--- config.mk ---
export PLATFORM = sky130hd
export DESIGN_NAME = aes_shift_rows_pipe_flat
export DESIGN_NICKNAME = d
export VERILOG_FILES = /design/src/rtl/aes_shift_rows_if.sv /design/src/rtl/aes_shift_rows_pipe.sv /design/src/flat_wrapper.sv
export SDC_FILE = /design/constraint.sdc
export NUM_CORES = 1
export LEC_CHECK = 0
export ABC_CLOCK_PERIOD_IN_PS = 2200
export BUFFER_PORTS_ARGS = -buffer_cell sky130_fd_sc_hd__buf_2
export CAP_MARGIN = 20
export CORE_ASPECT_RATIO = 0.5
export CORE_UTILIZATION = 45
export CTS_BUF_LIST = sky130_fd_sc_hd__clkbuf_8
export DETAILED_ROUTE_END_ITERATION = 6
export GPL_TIMING_DRIVEN = 0
export PLACE_DENSITY = 0.66
export SLEW_MARGIN = 20
export SYNTH_ARGS = -nofsm -noshare
export SYNTH_HDL_FRONTEND = slang
export SYNTH_SLANG_ARGS = --single-unit
--- constraint.sdc ---
create_clock -name clk -period 2.2 [get_ports clk]
set_input_delay 0.33 -clock clk [delete_from_list [all_inputs] [get_ports clk]]
set_output_delay 0.33 -clock clk [all_outputs]
set_load 0.02 [all_outputs]
--- src/rtl/aes_shift_rows_if.sv ---
// Beat-level handshake bundle for the ShiftRows pipeline stage.
// The slave side is the stage itself; the master side is the upstream/downstream pair.
interface aes_shift_rows_if #(
  parameter int unsigned NB    = 4,
  parameter int unsigned TAG_W = 4
);
  logic                in_valid;
  logic                in_ready;
  logic                in_inv;
  logic [TAG_W-1:0]    in_tag;
  logic [32*NB-1:0]    in_state;
  logic                out_valid;
  logic                out_ready;
  logic [32*NB-1:0]    out_state;
  logic [TAG_W-1:0]    out_tag;

  modport master (
    output in_valid, in_inv, in_tag, in_state, out_ready,
    input  in_ready, out_valid, out_state, out_tag
  );

  modport slave (
    input  in_valid, in_inv, in_tag, in_state, out_ready,
    output in_ready, out_valid, out_state, out_tag
  );
endinterface

--- src/rtl/aes_shift_rows_pipe.sv ---
// Registered ShiftRows / InvShiftRows stage for 4/6/8-column Rijndael states.
// Permutation is wiring on the input side; a 2-entry elastic buffer holds result + tag.
module aes_shift_rows_pipe #(
  parameter int unsigned NB    = 4,
  parameter int unsigned TAG_W = 4
) (
  input  logic             clk,
  input  logic             rst_n,
  aes_shift_rows_if.slave  bus
);

  localparam int unsigned SW = 32 * NB;
  localparam int unsigned EW = SW + TAG_W;

  if (!(NB == 4 || NB == 6 || NB == 8)) begin : g_bad_nb
    $error("aes_shift_rows_pipe: NB must be 4, 6 or 8");
  end
  if (TAG_W < 1) begin : g_bad_tag
    $error("aes_shift_rows_pipe: TAG_W must be at least 1");
  end

  // Row offsets: 256-bit blocks shift rows 2/3 by one extra column.
  function automatic int unsigned shift_amt(input int unsigned r);
    if (NB == 8 && r >= 2) return r + 1;
    return r;
  endfunction

  logic [SW-1:0] fwd_c;
  logic [SW-1:0] inv_c;

  for (genvar c = 0; c < NB; c++) begin : g_col
    for (genvar r = 0; r < 4; r++) begin : g_row
      localparam int unsigned S  = shift_amt(r);
      localparam int unsigned FS = (c + S) % NB;
      localparam int unsigned IS = (c + NB - S) % NB;
      assign fwd_c[SW-1-8*(4*c+r) -: 8] = bus.in_state[SW-1-8*(4*FS+r) -: 8];
      assign inv_c[SW-1-8*(4*c+r) -: 8] = bus.in_state[SW-1-8*(4*IS+r) -: 8];
    end
  end

  logic [EW-1:0] in_entry_c;
  assign in_entry_c = {bus.in_tag, (bus.in_inv ? inv_c : fwd_c)};

  typedef enum logic [1:0] {S_EMPTY = 2'd0, S_ONE = 2'd1, S_FULL = 2'd2} occ_e;

  occ_e          state_q, state_d;
  logic          in_ready_q, out_valid_q;
  logic [EW-1:0] head_q, tail_q;
  logic          push_c, pop_c;
  logic          head_load, head_from_tail, tail_load;

  assign push_c = bus.in_valid & in_ready_q;
  assign pop_c  = out_valid_q & bus.out_ready;

  // Occupancy register; handshake flags are decoded from the next occupancy so they stay registered.
  always_ff @(posedge clk or negedge rst_n) begin
    if (!rst_n) begin
      state_q     <= S_EMPTY;
      in_ready_q  <= 1'b1;
      out_valid_q <= 1'b0;
    end else begin
      state_q     <= state_d;
      in_ready_q  <= (state_d != S_FULL);
      out_valid_q <= (state_d != S_EMPTY);
    end
  end

  always_comb begin
    state_d = state_q;
    unique case (state_q)
      S_EMPTY: if (push_c) state_d = S_ONE;
      S_ONE: begin
        if (push_c && !pop_c)      state_d = S_FULL;
        else if (!push_c && pop_c) state_d = S_EMPTY;
      end
      S_FULL:  if (pop_c) state_d = S_ONE;
      default: state_d = S_EMPTY;
    endcase
  end

  // Entry load controls: head is always the oldest beat, tail only fills when head is occupied.
  always_comb begin
    head_load      = 1'b0;
    head_from_tail = 1'b0;
    tail_load      = 1'b0;
    unique case (state_q)
      S_EMPTY: head_load = push_c;
      S_ONE: begin
        if (push_c && pop_c) head_load = 1'b1;
        else if (push_c)     tail_load = 1'b1;
      end
      S_FULL:  head_from_tail = pop_c;
      default: ;
    endcase
  end

  always_ff @(posedge clk or negedge rst_n) begin
    if (!rst_n) begin
      head_q <= '0;
      tail_q <= '0;
    end else begin
      if (head_from_tail) head_q <= tail_q;
      else if (head_load) head_q <= in_entry_c;
      if (tail_load)      tail_q <= in_entry_c;
    end
  end

  assign bus.in_ready  = in_ready_q;
  assign bus.out_valid = out_valid_q;
  assign bus.out_state = head_q[SW-1:0];
  assign bus.out_tag   = head_q[EW-1:SW];

endmodule

--- src/flat_wrapper.sv ---
// flat-port wrapper written by rule: the top's interface ports become plain ports
module aes_shift_rows_pipe_flat 
#(
  parameter int unsigned NB    = 4,
  parameter int unsigned TAG_W = 4
)
  (clk, rst_n, bus_in_valid, bus_in_inv, bus_in_tag, bus_in_state, bus_out_ready, bus_in_ready, bus_out_valid, bus_out_state, bus_out_tag);
  aes_shift_rows_if #(.NB(NB), .TAG_W(TAG_W)) bus_i ();
  input  logic clk;
  input  logic rst_n;
  input wire logic [$bits(bus_i.in_valid)-1:0] bus_in_valid;
  input wire logic [$bits(bus_i.in_inv)-1:0] bus_in_inv;
  input wire logic [$bits(bus_i.in_tag)-1:0] bus_in_tag;
  input wire logic [$bits(bus_i.in_state)-1:0] bus_in_state;
  input wire logic [$bits(bus_i.out_ready)-1:0] bus_out_ready;
  output wire logic [$bits(bus_i.in_ready)-1:0] bus_in_ready;
  output wire logic [$bits(bus_i.out_valid)-1:0] bus_out_valid;
  output wire logic [$bits(bus_i.out_state)-1:0] bus_out_state;
  output wire logic [$bits(bus_i.out_tag)-1:0] bus_out_tag;
  assign bus_i.in_valid = bus_in_valid;
  assign bus_i.in_inv = bus_in_inv;
  assign bus_i.in_tag = bus_in_tag;
  assign bus_i.in_state = bus_in_state;
  assign bus_i.out_ready = bus_out_ready;
  assign bus_in_ready = bus_i.in_ready;
  assign bus_out_valid = bus_i.out_valid;
  assign bus_out_state = bus_i.out_state;
  assign bus_out_tag = bus_i.out_tag;
  aes_shift_rows_pipe #(.NB(NB), .TAG_W(TAG_W)) u_core (.clk(clk), .rst_n(rst_n), .bus(bus_i));
endmodule
==> reports/metrics.cfg <==
[clocking]
clkLatencyLatePin_ns=0.54
cts-root-buf=clkbuf_8
clock_sinks=268
cts_buffers=40
clock_path_buffers=3
cts.clk_slew.worst_paths_ns=0.06
cts_tree=built
ctsHtreeMaxLevel=2

[worst_setup_path]
critPathBufInv=3
end_kind=register
arrival_ns=2.50
cp_top_family=buffers and inverters
cp-start-kind=register
path_cells=nand2_1 > or3b_1 > buf_2 > buf_6 > buf_6 > mux2_4
critPathMostFrequentCell=buf_6
cp.required_ns=2.62
criticalPathCategory=register to register
slowest_delay_ns=0.55
cp_slowest_cell=dfstp_2
path_max_fanout=10

[grt]
antenna_found_initial=1
grt_max_degree=79
overflow=0
grt_pass1_vias=8448
grt_pass1_wl_um=46960
grt_use_total_pct=21.31

[synth]
ys_seq_area_share_pct=53.52
yosysUniqueCellTypes=23
ys_seq_elements=268
yosysWarnings=0
synth_nets=932
syn_area_per_cell_um2=15.76
syn-cell-area_mm2=0.01253
synthCells=795

[route]
drcViolationCount=0
wire_per_inst_um=18.99
ant_nets=0
drt-initial-drc-count=301
viasPerCell=5.025
dr_total_vias=7734
wl_um=29230
drt_pass1_iterations=4

[die]
coreArea_mm2=0.02691
chipWidth_um=238.0
start_util_pct=46.58
rows=42
die_y_um=120
die_area_mm2=0.02856
io_pins=271

[layout]
drive_above_1_share_pct=65.98
layout-area-overhead-vs-synth_pct=23.83
fin_area_mm2=0.01552
nFillCells=2286
fin_nets=1272
layout.cells.non_filler=1539
finish.utilization_pct=57.68

[power]
swShare_pct=34.95
combinationalPowerShare_pct=42.7
vdd_drop_max_mv=0.8367
p_leak_nw=7.272
clkPwrFrac_pct=18.0
p_seq_share_pct=39.3
power.density_mw_per_mm2=1438
internal-power_mw=14.51
switching_power_mw=7.798

[timing]
max_freq_mhz=480.9
fin_tns_setup_ns=0
setup_viol=0
final_max_slew_viol_count=0
rsz0062_at_grt=false
tightest_slew_ns=0.8375
fin_crit_ns=2.080
hold_slack_ns=0.04345
finClkSkew_ns=0.01549
slew_headroom_pct=44.17
fin_crit_sh_pct=94.53
hold_viol=0

[min_path]
min_path_type=input port to register

[run_status]
outcome=finished clean

[placed_design]
portBuffers=269
dp.cells=1441
gp_congestion=0.8062
dp_hpwl_um=20610
placed_area_mm2=0.01444

[run]
max_cap_viol_count=0

metrics by stage:
step                power (mW)  worst slack [ns]
CTS                      22.58         0.0004141
finish                   22.31            0.1204
detailed placement       18.42           -0.1897
global route             23.67          0.007655
floorplan                15.39            0.2812
global placement         18.04            -4.090
sequential cells by signal, summed over array words and instances (netlist names):
signal,flops
u_core.head_q,132
u_core.tail_q,132
u_core.state_q,2
u_core.bus.in_ready,1
u_core.bus.out_valid,1
power groups by stage:
stage	clock (mW)	sequential, mW	combinational (mW)
3_3_place_gp	0	8.66	9.37
2_1_floorplan	0	10.2	5.22
3_5_place_dp	0	8.82	9.60
5_1_grt	4.39	9.08	10.2
4_1_cts	4.17	8.76	9.66
6_report	4.02	8.76	9.53
logic make-up (layout without fill, tap and decap cells):
family | Yosys count | in the layout | synth area share, %
AOI/OAI and AO/OA | 6 | 6 | 0.4393
buffers and inverters | 51 | 420 | 2.506
DFF | 268 | 268 | 53.52
muxes | 460 | 460 | 43.07
other | 0 | 1 | 0
and+or+nand+nor | 10 | 10 | 0.4594
cell usage after synthesis, drive strengths merged:
library cell    n  area share, %
or3b            1          0.070
a21oi           1          0.040
nand4b          1          0.070
o21bai          1          0.060
and2            1          0.050
dfstp           1           0.21
or2             1          0.050
nor2b           1          0.050
dfrtp         267             53
o221ai          2           0.19
clkbuf          2          0.060
buf            49            2.4
nand4           1          0.050
mux2          460             43
a21boi          2           0.15
nand2           4           0.12
repair_timing:
item	CTS	global route
buffers inserted	0	1
gates cloned	0	0
hold buffers	25	0
setup endpoints to repair	80	118
hold endpoints to repair	80	0
gates resized for setup	1	13
final timing paths:
path,startpoint,to,slack [ns],cells after the start
max,u_core.bus.in_ready,u_core.tail_q[95],0.12,6
min,bus_in_state[28],u_core.tail_q[28],0.04,2
max reg2reg,u_core.bus.in_ready,u_core.tail_q[95],0.12,6
min reg2reg,u_core.tail_q[114],u_core.tail_q[114],0.50,1
max in group asynchronous,rst_n,u_core.head_q[77],0.78,4
min in group asynchronous,rst_n,u_core.tail_q[126],0.31,2
layer usage:
| metal | vias to the layer above | wire length, um | track usage [%] |
|---|---|---|---|
| met1 | 3970 | 12950 | 28.07 |
| met3 | 64 | 999 | 3.658 |
| met2 | 137 | 14510 | 35.67 |
| met5 | - | 0 | 0 |
| met4 | 0 | 772 | 7.492 |
| li1 | 3563 | - | - |
layout by cell type, fill, tap and decap left out, types with 2 or more instances in the layout:
master         netlist  routed
mux2_2             332     332
inv_1                0      16
dfrtp_1            267     267
buf_2               26     286
dlygate4sd3_1        0      25
clkbuf_2             0       5
mux2_4              58      58
buf_16               0       3
mux2_1              70      70
buf_6                8       8
clkbuf_8             0      51
nand2_1              4       4
buf_1                7       2
clkbuf_4             0       7
clkinv_2             0       4
clkbuf_1             2       2
buf_4                8      10
worst register-to-register path: stages, from the launching register on:
cell and delay (ns):
dfstp_2 0.55, nand2_1 0.14, or3b_1 0.39, buf_2 0.19
buf_6 0.20, buf_6 0.20, mux2_4 0.32
cell type report:
class | count | area, um^2 | area share, %
Sequential cell | 268 | 6708 | 43.22
Tap cell | 374 | 467.9 | 3.015
Clock buffer | 51 | 701.9 | 4.523
Clock inverter | 20 | 80.08 | 0.5160
Multi-Input combinational cell | 476 | 5522 | 35.58
Buffer | 51 | 340.3 | 2.193
Timing Repair Buffer | 298 | 1697 | 10.93
Antenna cell | 1 | 2.502 | 0.01613
Power figures use the tool's default switching activity.
